--- config.mk ---
export PLATFORM = sky130hd
export DESIGN_NAME = spi_mode0_master_flat
export DESIGN_NICKNAME = d
export VERILOG_FILES = /design/src/rtl/spi_mode0_master_if.sv /design/src/rtl/spi_mode0_master.sv /design/src/flat_wrapper.sv
export SDC_FILE = /design/constraint.sdc
export NUM_CORES = 1
export LEC_CHECK = 0
export BUFFER_PORTS_ARGS = -buffer_cell sky130_fd_sc_hd__clkbuf_2
export CAP_MARGIN = 20
export CORE_UTILIZATION = 57
export DETAILED_ROUTE_END_ITERATION = 8
export PLACE_DENSITY_LB_ADDON = 0.1
export SLEW_MARGIN = 20
export SYNTH_ARGS = -nofsm -noshare
export SYNTH_HDL_FRONTEND = slang
export SYNTH_SLANG_ARGS = --single-unit
--- constraint.sdc ---
create_clock -name CLK -period 2.6 [get_ports CLK]
set_clock_uncertainty 0.05 [all_clocks]
set_input_delay 0.26 -clock CLK [delete_from_list [all_inputs] [get_ports CLK]]
set_output_delay 0.26 -clock CLK [all_outputs]
set_load 0.02 [all_outputs]
--- src/rtl/spi_mode0_master_if.sv ---
// -----------------------------------------------------------------------------
// spi_mode0_master_if
//   Bundles the controller-side handshake and the SPI pins of the
//   byte-level SPI mode 0 master.
//
//   Signals:
//     getByte  transfer request (controller -> master)
//     sndData  byte to transmit (controller -> master)
//     BUSY     transfer in progress (master -> controller)
//     RxData   last complete received byte (master -> controller)
//     MISO     serial data from the slave device
//     MOSI     serial data to the slave device
//     SCLK     serial clock, idle low
//
//   Modports:
//     master   the SPI master block itself
//     slave    its environment (joystick controller plus the SPI device)
// -----------------------------------------------------------------------------
interface spi_mode0_master_if;
  logic       getByte;
  logic [7:0] sndData;
  logic       BUSY;
  logic [7:0] RxData;
  logic       MISO;
  logic       MOSI;
  logic       SCLK;

  modport master (
    input  getByte, sndData, MISO,
    output BUSY, RxData, MOSI, SCLK
  );

  modport slave (
    output getByte, sndData, MISO,
    input  BUSY, RxData, MOSI, SCLK
  );
endinterface

--- src/rtl/spi_mode0_master.sv ---
// -----------------------------------------------------------------------------
// spi_mode0_master
//   Byte-level SPI mode 0 master (CPOL=0, CPHA=0), MSB first. Each accepted
//   getByte request exchanges one full-duplex byte with the PmodJSTK; slave
//   select is handled by the upstream joystick transfer controller.
//
//   Parameters:
//     CLK_DIV     CLK cycles per SCLK half-period (>= 1)
//     GAP_CYCLES  extra BUSY-high cycles after each byte (>= 1), only
//                 effective when SPI_BYTE_GAP_EN is defined
//
//   Optional feature macro: SPI_BYTE_GAP_EN
//     Defined   : after the 8th SCLK high phase a Gap state holds BUSY high
//                 for GAP_CYCLES cycles with SCLK and MOSI low, giving the
//                 PmodJSTK its inter-byte delay. RxData updates on Gap entry.
//     Undefined : no Gap state or counter; BUSY falls right after bit 7.
//
//   Ports:
//     CLK   system clock, all logic on the rising edge
//     RST   synchronous active-high reset, overrides everything
//     bus   spi_mode0_master_if.master (getByte, sndData, MISO in;
//           BUSY, RxData, MOSI, SCLK out - all outputs registered)
// -----------------------------------------------------------------------------
module spi_mode0_master #(
  parameter int CLK_DIV    = 1,
  parameter int GAP_CYCLES = 10
) (
  input  logic               CLK,
  input  logic               RST,
  spi_mode0_master_if.master bus
);

  localparam int               DIV_W    = $clog2(CLK_DIV + 1);
  localparam logic [DIV_W-1:0] DIV_LAST = DIV_W'(CLK_DIV - 1);

  // Both parameters are range-checked in every build so a bad GAP_CYCLES
  // is caught before the gap feature is ever switched on.
  if (CLK_DIV < 1) begin : gBadClkDiv
    $error("spi_mode0_master: CLK_DIV must be at least 1");
  end
  if (GAP_CYCLES < 1) begin : gBadGapCycles
    $error("spi_mode0_master: GAP_CYCLES must be at least 1");
  end

`ifdef SPI_BYTE_GAP_EN
  localparam int               GAP_W    = $clog2(GAP_CYCLES + 1);
  localparam logic [GAP_W-1:0] GAP_LAST = GAP_W'(GAP_CYCLES - 1);

  typedef enum logic [2:0] {
    StIdle = 3'd0,
    StLow  = 3'd1,
    StHigh = 3'd2,
    StDone = 3'd3,
    StGap  = 3'd4
  } state_t;
`else
  typedef enum logic [2:0] {
    StIdle = 3'd0,
    StLow  = 3'd1,
    StHigh = 3'd2,
    StDone = 3'd3
  } state_t;
`endif

  state_t           state_r,    stateNext_s;
  logic [6:0]       txRest_r,   txRestNext_s;   // bits still to be sent after the one on MOSI
  logic [7:0]       rxShift_r,  rxShiftNext_s;
  logic [2:0]       bitCnt_r,   bitCntNext_s;
  logic [DIV_W-1:0] divCnt_r,   divCntNext_s;
  logic             busy_r,     busyNext_s;
  logic [7:0]       rxData_r,   rxDataNext_s;
  logic             mosi_r,     mosiNext_s;
  logic             sclk_r,     sclkNext_s;
  logic             divEnd_s;
`ifdef SPI_BYTE_GAP_EN
  logic [GAP_W-1:0] gapCnt_r,   gapCntNext_s;
`endif

  // State and datapath registers; RST wins over any transfer in flight.
  always_ff @(posedge CLK) begin
    if (RST) begin
      state_r   <= StIdle;
      txRest_r  <= 7'h00;
      rxShift_r <= 8'h00;
      bitCnt_r  <= 3'd0;
      divCnt_r  <= '0;
      busy_r    <= 1'b0;
      rxData_r  <= 8'h00;
      mosi_r    <= 1'b0;
      sclk_r    <= 1'b0;
`ifdef SPI_BYTE_GAP_EN
      gapCnt_r  <= '0;
`endif
    end else begin
      state_r   <= stateNext_s;
      txRest_r  <= txRestNext_s;
      rxShift_r <= rxShiftNext_s;
      bitCnt_r  <= bitCntNext_s;
      divCnt_r  <= divCntNext_s;
      busy_r    <= busyNext_s;
      rxData_r  <= rxDataNext_s;
      mosi_r    <= mosiNext_s;
      sclk_r    <= sclkNext_s;
`ifdef SPI_BYTE_GAP_EN
      gapCnt_r  <= gapCntNext_s;
`endif
    end
  end

  // Next-state and next-output logic for the bit-level sequencer.
  always_comb begin
    stateNext_s   = state_r;
    txRestNext_s  = txRest_r;
    rxShiftNext_s = rxShift_r;
    bitCntNext_s  = bitCnt_r;
    divCntNext_s  = divCnt_r;
    busyNext_s    = busy_r;
    rxDataNext_s  = rxData_r;
    mosiNext_s    = mosi_r;
    sclkNext_s    = sclk_r;
`ifdef SPI_BYTE_GAP_EN
    gapCntNext_s  = gapCnt_r;
`endif
    divEnd_s      = (divCnt_r == DIV_LAST);

    case (state_r)
      StIdle: begin
        sclkNext_s = 1'b0;
        busyNext_s = 1'b0;
        if (bus.getByte) begin
          // MSB goes straight onto MOSI so it is stable for a full half-period
          // before the first rising SCLK edge.
          txRestNext_s = bus.sndData[6:0];
          mosiNext_s   = bus.sndData[7];
          busyNext_s   = 1'b1;
          bitCntNext_s = 3'd0;
          divCntNext_s = '0;
          stateNext_s  = StLow;
        end else begin
          mosiNext_s   = 1'b0;
        end
      end

      StLow: begin
        if (divEnd_s) begin
          // MISO is captured on the same CLK edge that raises SCLK.
          divCntNext_s  = '0;
          sclkNext_s    = 1'b1;
          rxShiftNext_s = {rxShift_r[6:0], bus.MISO};
          stateNext_s   = StHigh;
        end else begin
          divCntNext_s  = divCnt_r + DIV_W'(1'b1);
        end
      end

      StHigh: begin
        if (divEnd_s) begin
          divCntNext_s = '0;
          sclkNext_s   = 1'b0;
          if (bitCnt_r != 3'd7) begin
            mosiNext_s   = txRest_r[6];
            txRestNext_s = {txRest_r[5:0], 1'b0};
            bitCntNext_s = bitCnt_r + 3'd1;
            stateNext_s  = StLow;
          end else begin
            rxDataNext_s = rxShift_r;
            mosiNext_s   = 1'b0;
`ifdef SPI_BYTE_GAP_EN
            gapCntNext_s = '0;
            stateNext_s  = StGap;
`else
            busyNext_s   = 1'b0;
            stateNext_s  = StDone;
`endif
          end
        end else begin
          divCntNext_s = divCnt_r + DIV_W'(1'b1);
        end
      end

`ifdef SPI_BYTE_GAP_EN
      StGap: begin
        sclkNext_s = 1'b0;
        mosiNext_s = 1'b0;
        if (gapCnt_r == GAP_LAST) begin
          busyNext_s  = 1'b0;
          stateNext_s = StDone;
        end else begin
          gapCntNext_s = gapCnt_r + GAP_W'(1'b1);
        end
      end
`endif

      // One-cycle BUSY-low slot; a request here is deliberately ignored.
      StDone: begin
        busyNext_s  = 1'b0;
        sclkNext_s  = 1'b0;
        mosiNext_s  = 1'b0;
        stateNext_s = StIdle;
      end

      default: begin
        busyNext_s  = 1'b0;
        sclkNext_s  = 1'b0;
        mosiNext_s  = 1'b0;
        stateNext_s = StIdle;
      end
    endcase
  end

  assign bus.BUSY   = busy_r;
  assign bus.RxData = rxData_r;
  assign bus.MOSI   = mosi_r;
  assign bus.SCLK   = sclk_r;

endmodule

--- src/flat_wrapper.sv ---
// flat-port wrapper written by rule: the top's interface ports become plain ports
module spi_mode0_master_flat 
#(
  parameter int CLK_DIV    = 1,
  parameter int GAP_CYCLES = 10
)
  (CLK, RST, bus_getByte, bus_sndData, bus_MISO, bus_BUSY, bus_RxData, bus_MOSI, bus_SCLK);
  spi_mode0_master_if bus_i ();
  input  logic CLK;
  input  logic RST;
  input wire logic [$bits(bus_i.getByte)-1:0] bus_getByte;
  input wire logic [$bits(bus_i.sndData)-1:0] bus_sndData;
  input wire logic [$bits(bus_i.MISO)-1:0] bus_MISO;
  output wire logic [$bits(bus_i.BUSY)-1:0] bus_BUSY;
  output wire logic [$bits(bus_i.RxData)-1:0] bus_RxData;
  output wire logic [$bits(bus_i.MOSI)-1:0] bus_MOSI;
  output wire logic [$bits(bus_i.SCLK)-1:0] bus_SCLK;
  assign bus_i.getByte = bus_getByte;
  assign bus_i.sndData = bus_sndData;
  assign bus_i.MISO = bus_MISO;
  assign bus_BUSY = bus_i.BUSY;
  assign bus_RxData = bus_i.RxData;
  assign bus_MOSI = bus_i.MOSI;
  assign bus_SCLK = bus_i.SCLK;
  spi_mode0_master #(.CLK_DIV(CLK_DIV), .GAP_CYCLES(GAP_CYCLES)) u_core (.CLK(CLK), .RST(RST), .bus(bus_i));
endmodule
* After elaboration in Yosys (flattened, before gate mapping) *
Index checks and enable logic that the tools add are counted.

cells by class
  add/sub/neg operators = 2
  $mul = 0
  divide/modulo/power cells = 0
  magnitude comparators = 0
  eq/ne operators = 8
  shifts and indexed selects = 0
  multiplexer cells = 27
  bitwise operators = 3
  reductions and logical operators = 12

operators by type and width
  kind                                                                     count
  7-bit 2-to-1 mux                                                         3
  3-bit 2-to-1 mux                                                         6
  7-bit one-hot mux with 2 select lines                                    1
  1-bit 2-to-1 mux                                                         10
  3-bit one-hot mux with 3 select lines                                    1
  3-bit AND reduction                                                      3
  2-bit inequality test, second input constant                             4
  2-bit AND reduction                                                      4
  1-bit one-hot mux with 3 select lines                                    2
  3-bit one-hot mux with 2 select lines                                    1
  1-bit one-hot mux with 2 select lines                                    2
  4-bit AND reduction                                                      1
  2-bit nonzero test                                                       2
  3-bit by 1-bit adder with 3-bit output, second input constant            1
  3-bit by 1-bit == test with 1-bit output, second input constant          1
  3-bit by 2-bit == test with 1-bit output, second input constant          1
  3-bit logical NOT                                                        1
  3-bit inequality test, second input constant                             1
  1-bit inverter                                                           3
  2-bit 2-to-1 mux                                                         1
  2-bit by 1-bit inequality test with 1-bit output, second input constant  1
  2-bit OR reduction                                                       1
  1-bit adder, second input constant                                       1

word-level totals
  register bits after elaboration = 33
  latch bits = 0
  bits in writable memories = 0
  bits in read-only memories = 0
  input bits = 12
  output and inout port bits = 11
  logic and storage cells = 61
  memories kept = 0

* Depth between registers and ports, before layout *
Gate-level depths: netlist of the first run.

  word-level depth = 4
  mapped depth = 6
  gate-level depth less buffers = 5

* Worst setup path after synthesis of the first run *
Ideal clock, no wire load.

  path kind = register to register
  start = reg u_core.bitCnt_r[0]
  end = reg u_core.txRest_r[2]
  library setup time = 0.119 ns
  data arrival time = 1.310 ns
  data required time = 2.431 ns
  slack = 1.121 ns
  stages on the path, launching flop included = 6
  path buffers = 0
  clock period less this slack = 1.479 ns
  cells stage by stage = dfxtp_1 -> ha_1 -> ha_1 -> nor3b_4 -> a21oi_1 -> o221a_2

on the way
  word-level cells in the longest chain between the ends = 3

ends and longest elaborated chain
  what                                                        line                     text
  start: declaration                                          spi_mode0_master.sv:68   logic [2:0] bitCnt_r, bitCntNext_s;
  start signal: assignment                                    spi_mode0_master.sv:98   bitCnt_r <= bitCntNext_s;
  3-bit inequality test                                       spi_mode0_master.sv:160  if (bitCnt_r != 3'd7) begin
  2-bit by 1-bit inequality test with 1-bit output (no line)  n/a
  4-bit AND reduction (no line)                               n/a
  end signal: assignment                                      spi_mode0_master.sv:96   txRest_r <= txRestNext_s;
  end: declaration                                            spi_mode0_master.sv:66   logic [6:0] txRest_r, txRestNext_s;

No other way between the ends.
A chain may end at the register's enable or synchronous reset.

* Worst setup path in the final report of the first run *
  start = reg u_core.bitCnt_r[0]
  end = reg u_core.rxData_r[5] (netlist: u_core.bus.RxData[5])

on the way
  word-level cells in the longest chain between the ends = 3

ends and longest elaborated chain
  what                           line                     text
  3-bit inequality test          spi_mode0_master.sv:160
  1-bit inverter (no line)       n/a
  3-bit AND reduction (no line)  n/a
  end signal: assignment         spi_mode0_master.sv:101  rxData_r <= rxDataNext_s;
  end: declaration               spi_mode0_master.sv:71   logic [7:0] rxData_r, rxDataNext_s;

No other way between the ends.

==> impl_metrics.csv, run 1 <==
group,metric,value,unit
final_layout,mostFrequentLayoutCell,"sky130_fd_sc_hd__dfxtp_1",
setup_path,crit_top_cell,"sky130_fd_sc_hd__ha_1",
cts,clock_tree.root_cell,"sky130_fd_sc_hd__clkbuf_4",
setup_path,cpPeakStageDelay,0.46,ns
logic_synthesis,synthesis.nets,152,
cts,ctsResizeCount,0,
sta,maxSlewHeadroom,0.595,
final_layout,layout_common_cells,"sky130_fd_sc_hd__dfxtp_1 (31), sky130_fd_sc_hd__nand2_1 (23), sky130_fd_sc_hd__clkbuf_2 (22)",
final_layout,final_core_utilization,0.695,
sta,final.min_clock_period,1.91,ns
logic_synthesis,syn_avg_cell_area,9.25,sq um
floorplan,placeableCoreArea,2040,sq um
grt,global_route.usage.total,0.218,
worst_hold_path,number_of_cells_on_the_worst_hold_path,3,
cts,clock_tree_from_tritoncts,"built",
cts,cts_setup_buffers,0,
power_and_ir_drop,power_frac_seq,0.602,
setup_path,path_cells,"ha_1, ha_1, nand3b_1, mux2i_1, nor2_1",
logic_synthesis,syn_inst,138,
job,drv.max_cap_violation_count,0,
sta,fin_tns_setup,0,ns
power_and_ir_drop,p_switching,0.214,mW
routing,first_iter_violations,15,
setup_path,worst-endpoint-required,2.74,ns
floorplan,die_width,49.3,um
cts,clock_tree.htree_level_count,2,
logic_synthesis,post_synth_edffs,0,
setup_path,critPathLaunchType,"register",
floorplan,dieArea,2430,sq um
floorplan,io_pins,23,
sta,worst_slew_pin_slew,0.607,ns
cts,path_clk_slew,0.09,ns
logic_synthesis,ys_async_sr_fraction,0,
setup_path,cpMaxStageDelayCell,"sky130_fd_sc_hd__nand3b_1",
setup_path,critical_path.top_delay_family,"simple AND/OR/NAND/NOR gates",
setup_path,worst-setup-path-type,"register to register",
routing,wirelength,2400,um
sta,ratio_of_final_minimum_period_to_clock_period,0.735,
placed_design,gp_congestion,0.720,
logic_synthesis,syn-cell-area,1280,sq um
final_layout,area_growth,11.3,%
floorplan,num_rows,16,
final_layout,n_fill_cell,180,
placed_design,place_inst,179,
placed_design,io_buffer_count,22,
routing,vias_per_cell,5.37,
cts,cts_max_path_buffers,2,
outcome,run_status,"finished, final reports clean",
routing,detail-route-antenna-nets,0,
logic_synthesis,post_synth_num_cell_types,28,
cts,postCtsHoldBufs,0,
power_and_ir_drop,power.share.clock,0.306,
grt,busiest_layer,"met2",
logic_synthesis,synth_warnings,0,
grt,grt_pass1_vias,957,
power_and_ir_drop,power.leakage,0.623,nW
worst_hold_path,worstHoldPathType,"input pin to register",
cts,clock_sinks,31,
setup_path,worst-endpoint-arrival,2.05,ns
sta,finalWorstSetupSlack,0.690,ns
power_and_ir_drop,internal_power,0.631,mW
final_layout,instances_no_fill,187,
placed_design,place_hpwl,1610,um
cts,insertion_delay,0.32,ns
sta,final_hold_viol_count,0,
grt,grtUsageMet3,0.0997,
final_layout,postLayoutCellArea,1420,sq um
grt,grtUsageMet2,0.349,
setup_path,critical_path_endpoint_category,"register",
setup_path,path_buf_inv,0,
grt,initial_antenna_violation_count,0,
routing,wire_per_inst,12.8,um
final_layout,layout.nets,173,
power_and_ir_drop,combinationalPowerShare,0.092,
floorplan,floorplan.die.height,49.3,um
routing,drt-pass1-iter-count,4,
logic_synthesis,ys_ff_latch,31,
placed_design,detailed_place.area,1370,sq um
final_layout,seq_area,621,sq um
final_layout,total_area_of_multi_input_combinational_cells,583,sq um
routing,routed-via-count,1005,
power_and_ir_drop,worst_ir_drop_vdd,439,uV
logic_synthesis,ys_dominant_reg_cell,"sky130_fd_sc_hd__dfxtp_1",
grt,grt.met1_usage,0.247,
routing,remaining_drc_errors,0,
setup_path,cp_max_fo,9,
power_and_ir_drop,switching_share,0.253,
cts,cts_buffers,5,
setup_path,crit_cells,5,
sta,maxClockFrequency,524,MHz
logic_synthesis,synth_seq_area_share,0.486,
final_layout,layout-drive-gt1-share,0.244,
power_and_ir_drop,power_density,595,nW/um^2
placed_design,place_ws,0.712,ns
sta,unrepaired_setup_endpoints_after_global_routing,"false",
sta,final_number_of_setup_violating_endpoints,0,
final_layout,insertedDiodeCount,0,
grt,grt_start_max_net_pins,32,
sta,final-max-slew-violation-count,0,
grt,global_route_wire_length_before_repair,3970,um
floorplan,initial_core_utilization,0.625,
grt,grt.overflow.total,0,
setup_path,ff2ff_path_depth,5,
per-stage QoR:
stage                     power (mW)  hold slack (ns)
final                          0.845            0.106
after global routing           0.885           0.0818
after CTS                      0.854           0.0898
after detailed placement       0.597            0.411
after global placement         0.593            0.392
after floorplan                0.576            0.346
state kept, by name (all words and copies together), names as in the netlist:
signal and cells:
u_core.state_r 2, u_core.bitCnt_r 3, u_core.bus.MOSI 1, u_core.bus.BUSY 1, u_core.bus.SCLK 1, u_core.rxShift_r 8
u_core.txRest_r 7, u_core.bus.RxData 8
power groups by stage:
stage | clock, mW | combinational [mW] | sequential [mW]
floorplan | 0 | 0.0614 | 0.515
global placement | 0 | 0.0747 | 0.518
detailed placement | 0 | 0.0776 | 0.519
CTS | 0.269 | 0.0778 | 0.508
global route | 0.289 | 0.0854 | 0.511
finish | 0.259 | 0.0779 | 0.508
metal layers:
layer,share of wire,up-vias,wire [um]
met4,0.013,0,31
met5,0,-,0
met1,0.48,461,1150
met2,0.45,22,1090
li1,-,518,-
met3,0.053,4,127
synthesized netlist by cell type, drive strengths merged (2+ instances only):
cell type,n,area share
o221a,6,0.053
nand2,24,0.073
inv,6,0.018
nand2b,3,0.015
dfxtp,31,0.49
nand3b,2,0.012
mux2i,9,0.071
nor2,14,0.043
ha,2,0.020
nand3,2,0.0078
clkbuf,4,0.012
a21oi,19,0.083
a31oi,3,0.015
buf,4,0.027
cells by family (layout without fill, tap and decap cells):
logic type,count (synthesis),in the layout,synth area share
simple gates,49,49,0.186
flops,31,31,0.486
mux,9,9,0.0706
buf+inv,14,36,0.0569
compound gates,33,33,0.180
fa+ha+maj,2,2,0.0196
worst reg2reg max path, cell delays in order, from the launching register on:
cell                       delay [ns]
sky130_fd_sc_hd__dfxtp_1         0.39
sky130_fd_sc_hd__ha_1            0.19
sky130_fd_sc_hd__ha_1            0.33
sky130_fd_sc_hd__nand3b_1        0.46
sky130_fd_sc_hd__mux2i_1         0.30
sky130_fd_sc_hd__nor2_1          0.07
final cells by class:
class,instances,share of cell area
inverters,6,0.0159
clock inverters,1,0.00352
flip-flops and latches,31,0.437
clock buffers,7,0.0317
well taps,27,0.0238
repair buffers,22,0.0775
multi-input cells,93,0.411
path summary, 6_finish.rpt:
kind	start	endpoint	slack, ns
setup / recovery	u_core.bitCnt_r[0]$_SDFFE_PP0P_	u_core.bus.RxData[5]$_SDFFE_PP0P_	0.69
hold / removal	bus_MISO	u_core.rxShift_r[0]$_SDFFE_PP0N_	0.11
setup reg to reg	u_core.bitCnt_r[0]$_SDFFE_PP0P_	u_core.bus.RxData[5]$_SDFFE_PP0P_	0.69
hold reg to reg	u_core.txRest_r[6]$_SDFFE_PP0P_	u_core.bus.MOSI$_SDFFE_PP0P_	0.42
(Power assumes the default switching activity.)
==> run 2: changes to the inputs <==
--- a/config.mk
+++ b/config.mk
@@ -5,9 +5,10 @@
 export SDC_FILE = /design/constraint.sdc
 export NUM_CORES = 1
 export LEC_CHECK = 0
+export ABC_AREA = 1
 export BUFFER_PORTS_ARGS = -buffer_cell sky130_fd_sc_hd__clkbuf_2
 export CAP_MARGIN = 20
-export CORE_UTILIZATION = 57
+export CORE_UTILIZATION = 48
 export DETAILED_ROUTE_END_ITERATION = 8
 export PLACE_DENSITY_LB_ADDON = 0.1
 export SLEW_MARGIN = 20
==> constraint.sdc (replaced) <==
create_clock -name CLK -period 1.7 [get_ports CLK]
set_clock_uncertainty 0.05 [all_clocks]
set_input_delay 0.17 -clock CLK [delete_from_list [all_inputs] [get_ports CLK]]
set_output_delay 0.17 -clock CLK [all_outputs]
set_load 0.02 [all_outputs]
==> run 2 against run 1 <==
Maximum frequency rose by 25%. Combinational power rose to 2.7 times the previous value. Area after synthesis rose by 1.9%. Via count rose by 19%. Worst setup slack got worse by 0.52 ns. Worst hold slack got worse by 0.085 ns. Critical path type unchanged. Critical endpoint is now u_core.bus.RxData[1]$_SDFFE_PP0P_. Largest cell class unchanged. Largest power group unchanged.
==> impl_metrics.csv, run 2 <==
group,metric,value,unit
outcome,run_status,"finished, final reports clean",
sta,maxSlewHeadroom,0.698,
logic_synthesis,syn_inst,177,
sta,fin_tns_setup,0,ns
floorplan,dieArea,2920,sq um
worst_hold_path,launch_instance_of_the_worst_min_delay_path,"bus_MISO",
routing,routed-via-count,1200,
final_layout,n_fill_cell,262,
cts,clock_tree.htree_level_count,2,
sta,worst_slew_pin_slew,0.453,ns
power_and_ir_drop,p_switching,0.412,mW
routing,vias_per_cell,5.11,
floorplan,floorplan.die.height,54.0,um
logic_synthesis,synthesis.nets,191,
routing,first_iter_violations,21,
cts,cts_max_path_buffers,2,
logic_synthesis,syn_avg_cell_area,7.34,sq um
logic_synthesis,synth_top_area_share,0.477,
power_and_ir_drop,combinationalPowerShare,0.138,
grt,global_route.usage.total,0.210,
cts,ctsResizeCount,0,
job,drv.max_cap_violation_count,0,
sta,maxClockFrequency,653,MHz
routing,wirelength,2720,um
setup_path,critical_path_endpoint_category,"register",
logic_synthesis,post_synth_edffs,0,
floorplan,io_pins,23,
final_layout,layout_common_cells,"sky130_fd_sc_hd__nand2_1 (44), sky130_fd_sc_hd__nor2_1 (39), sky130_fd_sc_hd__dfxtp_1 (30)",
setup_path,critPathLaunchType,"register",
cts,insertion_delay,0.32,ns
logic_synthesis,post_synth_num_cell_types,19,
final_layout,insertedDiodeCount,0,
logic_synthesis,synth_top_cells_by_count,"sky130_fd_sc_hd__nand2_1 (44), sky130_fd_sc_hd__nor2_1 (39), sky130_fd_sc_hd__dfxtp_1 (31), sky130_fd_sc_hd__a21oi_1 (12), sky130_fd_sc_hd__nand3_1 (10)",
final_layout,layout.nets,218,
power_and_ir_drop,power_frac_seq,0.537,
sta,final_hold_viol_count,0,
sta,final.min_clock_period,1.53,ns
cts,path_clk_slew,0.10,ns
setup_path,cp_max_fo,12,
power_and_ir_drop,report.power.total,1.51,mW
logic_synthesis,synth_warnings,0,
grt,initial_antenna_violation_count,0,
logic_synthesis,ys_async_sr_fraction,0,
final_layout,area_growth,16.4,%
placed_design,gp_congestion,0.795,
setup_path,crit_start,"u_core.state_r[0]$_SDFFE_PP0P_",
grt,grt_pass1_vias,998,
floorplan,placeableCoreArea,2520,sq um
cts,clock_sinks,31,
final_layout,layout-drive-gt1-share,0.195,
sta,final_number_of_setup_violating_endpoints,0,
placed_design,place_hpwl,1890,um
grt,global_route_wire_length_before_repair,4280,um
routing,drt-pass1-iter-count,5,
power_and_ir_drop,internal_power,1.10,mW
routing,remaining_drc_errors,0,
power_and_ir_drop,power_density,999,nW/um^2
floorplan,num_rows,18,
power_and_ir_drop,power.leakage,0.723,nW
sta,final-max-slew-violation-count,0,
setup_path,critical_path.reg2reg.startpoint,"u_core.state_r[0]$_SDFFE_PP0P_",
logic_synthesis,ys_dominant_reg_cell,"sky130_fd_sc_hd__dfxtp_1",
logic_synthesis,synth_largest_area_cell,"sky130_fd_sc_hd__dfxtp_1",
grt,grt.overflow.total,0,
floorplan,die_width,54.0,um
power_and_ir_drop,power.share.clock,0.325,
final_layout,mostFrequentLayoutCell,"sky130_fd_sc_hd__nand2_1",
setup_path,worst-endpoint-arrival,1.73,ns
cts,clock_tree_from_tritoncts,"built",
logic_synthesis,most_used_standard_cell_by_instance_count_after_synthesis,"sky130_fd_sc_hd__nand2_1",
logic_synthesis,synth.area.top_cells,"sky130_fd_sc_hd__dfxtp_1 (48%), sky130_fd_sc_hd__nand2_1 (13%), sky130_fd_sc_hd__nor2_1 (11%)",
cts,postCtsHoldBufs,0,
grt,grt_start_max_net_pins,14,
worst_hold_path,worstHoldPathType,"input pin to register",
power_and_ir_drop,switching_share,0.273,
setup_path,worst-setup-path-type,"register to register",
setup_path,worst-endpoint-required,1.90,ns
logic_synthesis,ys_ff_latch,31,
cts,cts_setup_buffers,0,
routing,detail-route-antenna-nets,0,
placed_design,io_buffer_count,22,
floorplan,initial_core_utilization,0.515,
sta,unrepaired_setup_endpoints_after_global_routing,"false",
cts,cts_buffers,5,
logic_synthesis,syn-cell-area,1300,sq um
cts,clock_tree.root_cell,"sky130_fd_sc_hd__clkbuf_4",
power_and_ir_drop,worst_ir_drop_vdd,702,uV
routing,wire_per_inst,11.6,um
sta,ratio_of_final_minimum_period_to_clock_period,0.900,
logic_synthesis,synth_seq_area_share,0.477,
==> run 2: metrics by stage <==
step / util / hold WS [ns] / instances / cell area, sq um / setup slack, ns
finish: 0.600 / 0.0216 / 235 / 1510 / 0.170
CTS: 0.599 / 0.0123 / 235 / 1510 / 0.150
global placement: 0.572 / 0.346 / 227 / 1440 / 0.214
detailed placement: 0.572 / 0.349 / 227 / 1440 / 0.191
floorplan: - / 0.189 / 177 / 1300 / 0.407
global route: 0.600 / 0.00824 / 235 / 1510 / 0.0176
==> run 2: final timing paths <==
kind	end	slack (ns)	cells past startpoint
max reg2reg	u_core.bus.RxData[1]$_SDFFE_PP0P_	0.17	5
min reg2reg	u_core.bus.RxData[6]$_SDFFE_PP0P_	0.42	2
max	u_core.bus.RxData[1]$_SDFFE_PP0P_	0.17	5
min	u_core.rxShift_r[0]$_SDFFE_PP0N_	0.02	3
==> run 2: layer usage <==
layer | vias up | GRT usage | wire [um]
met5 | - | 0 | 0
met4 | 0 | 0.0769 | 35
met3 | 4 | 0.0876 | 101
met2 | 21 | 0.346 | 1360
met1 | 553 | 0.241 | 1230
li1 | 622 | - | -
==> run 2: worst max-delay path: stages, from the launching register on <==
cell                      delay [ns]
sky130_fd_sc_hd__dfxtp_1        0.33
sky130_fd_sc_hd__inv_1          0.35
sky130_fd_sc_hd__nand3_2        0.32
sky130_fd_sc_hd__inv_2          0.22
sky130_fd_sc_hd__nand2_1        0.07
sky130_fd_sc_hd__a21oi_1        0.12
==> run 2: cell type report <==
cell class,count,area [sq um],share of cell area
multi-input cells,130,611,0.404
flip-flops and latches,31,622,0.411
repair buffers,25,133,0.0877
clock buffers,8,68.8,0.0455
well taps,30,37.5,0.0248
inverters,11,41.3,0.0273
==> run 2: logic make-up (layout without fill, tap and decap cells) <==
logic type / after synthesis / count (layout) / share of synthesized area
compound gates: 20 / 20 / 0.0770
flops: 31 / 31 / 0.477
fa+ha+maj: 2 / 2 / 0.0192
simple gates: 108 / 108 / 0.373
buf+inv: 16 / 44 / 0.0529
==> run 2: power by group through the flow <==
stage / clock network, mW / registers [mW] / logic (mW)
6_report: 0.491 / 0.811 / 0.209
5_1_grt: 0.536 / 0.816 / 0.240
4_1_cts: 0.503 / 0.811 / 0.211
3_5_place_dp: 0 / 0.827 / 0.208
3_3_place_gp: 0 / 0.825 / 0.203
2_1_floorplan: 0 / 0.821 / 0.157
==> run 3: changes to the inputs <==
--- a/config.mk
+++ b/config.mk
@@ -8,7 +8,7 @@
 export ABC_AREA = 1
 export BUFFER_PORTS_ARGS = -buffer_cell sky130_fd_sc_hd__clkbuf_2
 export CAP_MARGIN = 20
-export CORE_UTILIZATION = 48
+export CORE_UTILIZATION = 53
 export DETAILED_ROUTE_END_ITERATION = 8
 export PLACE_DENSITY_LB_ADDON = 0.1
 export SLEW_MARGIN = 20
==> constraint.sdc (replaced) <==
create_clock -name CLK -period 1.55 [get_ports CLK]
set_clock_uncertainty 0.05 [all_clocks]
set_input_delay 0.155 -clock CLK [delete_from_list [all_inputs] [get_ports CLK]]
set_output_delay 0.155 -clock CLK [all_outputs]
set_load 0.02 [all_outputs]
==> run 3 against run 2 <==
Non-clock buffer count rose by 3. Utilization grew 9.2 points. Maximum frequency up 5.6%. Global-route usage increased by 3.2 points. Worst setup slack worse by 0.068 ns. Final cell count up 0.85%. Routed wire length is 0.11% higher. Largest cell class unchanged.
==> impl_metrics.csv, run 3 (synthesized netlist as in run 2, its figures left out) <==
group,metric,value,unit
cts,cts_max_path_buffers,2,
worst_hold_path,worstHoldPathType,"input pin to register",
sta,final_hold_viol_count,0,
final_layout,mostFrequentLayoutCell,"sky130_fd_sc_hd__nand2_1",
cts,clock_tree_from_tritoncts,"built",
sta,fin_tns_setup,0,ns
cts,cts_buffers,5,
setup_path,cpPeakStageDelay,0.32,ns
final_layout,layout_common_cells,"sky130_fd_sc_hd__nand2_1 (45), sky130_fd_sc_hd__nor2_1 (39), sky130_fd_sc_hd__dfxtp_1 (31)",
job,drv.max_cap_violation_count,0,
placed_design,io_buffer_count,22,
sta,maxSlewHeadroom,0.755,
cts,clock_tree.root_cell,"sky130_fd_sc_hd__clkbuf_4",
grt,global_route.usage.total,0.241,
sta,ratio_of_final_minimum_period_to_clock_period,0.935,
cts,clock_sinks,31,
setup_path,cp_max_fo,10,
cts,insertion_delay,0.33,ns
floorplan,io_pins,23,
power_and_ir_drop,power.leakage,0.750,nW
routing,vias_per_cell,5.15,
floorplan,die_width,51.5,um
sta,final.min_clock_period,1.45,ns
routing,routed-via-count,1220,
setup_path,worstReg2RegEnd,"u_core.txRest_r[1]$_SDFFE_PP0P_",
floorplan,floorplan.die.height,51.5,um
setup_path,critPathLaunchType,"register",
routing,wire_per_inst,11.5,um
setup_path,crit_cells,7,
final_layout,postLayoutCellArea,1560,sq um
floorplan,num_rows,17,
setup_path,path_buf_inv,1,
setup_path,r2r_slack,0.10,ns
sta,maxClockFrequency,690,MHz
setup_path,crit_top_cell,"sky130_fd_sc_hd__ha_1",
routing,drt-pass1-iter-count,4,
final_layout,instances_no_fill,237,
grt,grt_pass1_vias,1031,
floorplan,dieArea,2650,sq um
grt,initial_antenna_violation_count,0,
final_layout,layout.nets,222,
final_layout,final_core_utilization,0.691,
placed_design,detailed_place.area,1460,sq um
setup_path,path_cells,"ha_1, ha_1, inv_1, nand3_4, nand3b_1, nand2_1, nor2_1",
final_layout,insertedDiodeCount,0,
power_and_ir_drop,report.power.total,1.79,mW
floorplan,initial_core_utilization,0.577,
setup_path,critical_path.top_delay_family,"simple AND/OR/NAND/NOR gates",
setup_path,critical_path.reg2reg.startpoint,"u_core.bitCnt_r[0]$_SDFFE_PP0P_",
setup_path,worst-endpoint-arrival,1.66,ns
routing,first_iter_violations,40,
placed_design,place_inst,227,
final_layout,n_fill_cell,214,
sta,final-max-slew-violation-count,0,
cts,clock_tree.htree_level_count,2,
outcome,run_status,"finished, final reports clean",
final_layout,total_area_of_multi_input_combinational_cells,618,sq um
grt,grt_start_max_net_pins,20,
floorplan,placeableCoreArea,2250,sq um
setup_path,crit_start,"u_core.bitCnt_r[0]$_SDFFE_PP0P_",
final_layout,seq_area,621,sq um
sta,hold_slack_final,0.0197,ns
routing,detail-route-antenna-nets,0,
setup_path,ff2ff_path_depth,7,
setup_path,worst-setup-path-type,"register to register",
sta,worst_slew_pin_slew,0.367,ns
grt,global_route_wire_length_before_repair,4570,um
final_layout,layout-drive-gt1-share,0.206,
setup_path,endpoint,"u_core.txRest_r[1]$_SDFFE_PP0P_",
placed_design,place_ws,0.146,ns
setup_path,critical_path_endpoint_category,"register",
setup_path,worst-endpoint-required,1.77,ns
cts,path_clk_slew,0.09,ns
final_layout,area_growth,19.9,%
sta,final_number_of_setup_violating_endpoints,0,
grt,grt.overflow.total,0,
power_and_ir_drop,power_density,1150,nW/um^2
routing,wirelength,2720,um
placed_design,place_hpwl,1850,um
placed_design,gp_congestion,0.788,
routing,remaining_drc_errors,0,
power_and_ir_drop,worst_ir_drop_vdd,707,uV
sta,unrepaired_setup_endpoints_after_global_routing,"true",
setup_path,cpMaxStageDelayCell,"sky130_fd_sc_hd__dfxtp_1",
sta,finalWorstSetupSlack,0.101,ns
## run 3: worst register-to-register path: cells and delay by family (launching register included)
kind | cells | cell delay, ns
fa+ha+maj | 2 | 0.43
buf+inv | 1 | 0.12
flops | 1 | 0.32
simple gates | 4 | 0.46
## run 3: where the power goes
group / internal (mW) / switching [mW] / total [mW]
clock: 0.381 / 0.276 / 0.657
sequential: 0.852 / 0.0367 / 0.889
combinational: 0.0923 / 0.151 / 0.244
## run 3: worst min-delay path by stage
stage	start	to	slack [ns]	depth (start not counted)
3_3_place_gp	bus_MISO	u_core.rxShift_r[0]$_SDFFE_PP0N_	0.33	3
6_report	bus_sndData[0]	u_core.txRest_r[0]$_SDFFE_PP0P_	0.02	3
2_1_floorplan	RST	u_core.bus.RxData[3]$_SDFFE_PP0P_	0.17	1
4_1_cts	bus_sndData[0]	u_core.txRest_r[0]$_SDFFE_PP0P_	0.009	3
3_5_place_dp	bus_MISO	u_core.rxShift_r[0]$_SDFFE_PP0N_	0.35	3
5_1_grt	bus_sndData[0]	u_core.txRest_r[0]$_SDFFE_PP0P_	0.03	3
## run 3: per-layer routing
| layer | up-vias | global-route usage | wire length, um |
|---|---|---|---|
| li1 | 629 | - | - |
| met4 | 0 | 0.108 | 51 |
| met3 | 6 | 0.0877 | 217 |
| met2 | 51 | 0.333 | 1150 |
| met5 | - | 0 | 0 |
| met1 | 534 | 0.333 | 1300 |
## run 3: layout make-up
| type | count | area share |
|---|---|---|
| clock buffers | 6 | 0.0329 |
| clock inverters | 2 | 0.0225 |
| inverters | 11 | 0.0265 |
| multi-input cells | 131 | 0.396 |
| flip-flops and latches | 31 | 0.398 |
| well taps | 28 | 0.0225 |
| repair buffers | 28 | 0.101 |
## run 3: timing repair
action	4_1_cts	5_1_grt
hold endpoints to repair	1	0
hold buffers	1	0
gates resized for setup	0	1
setup endpoints to repair	0	1
buffers inserted	0	0
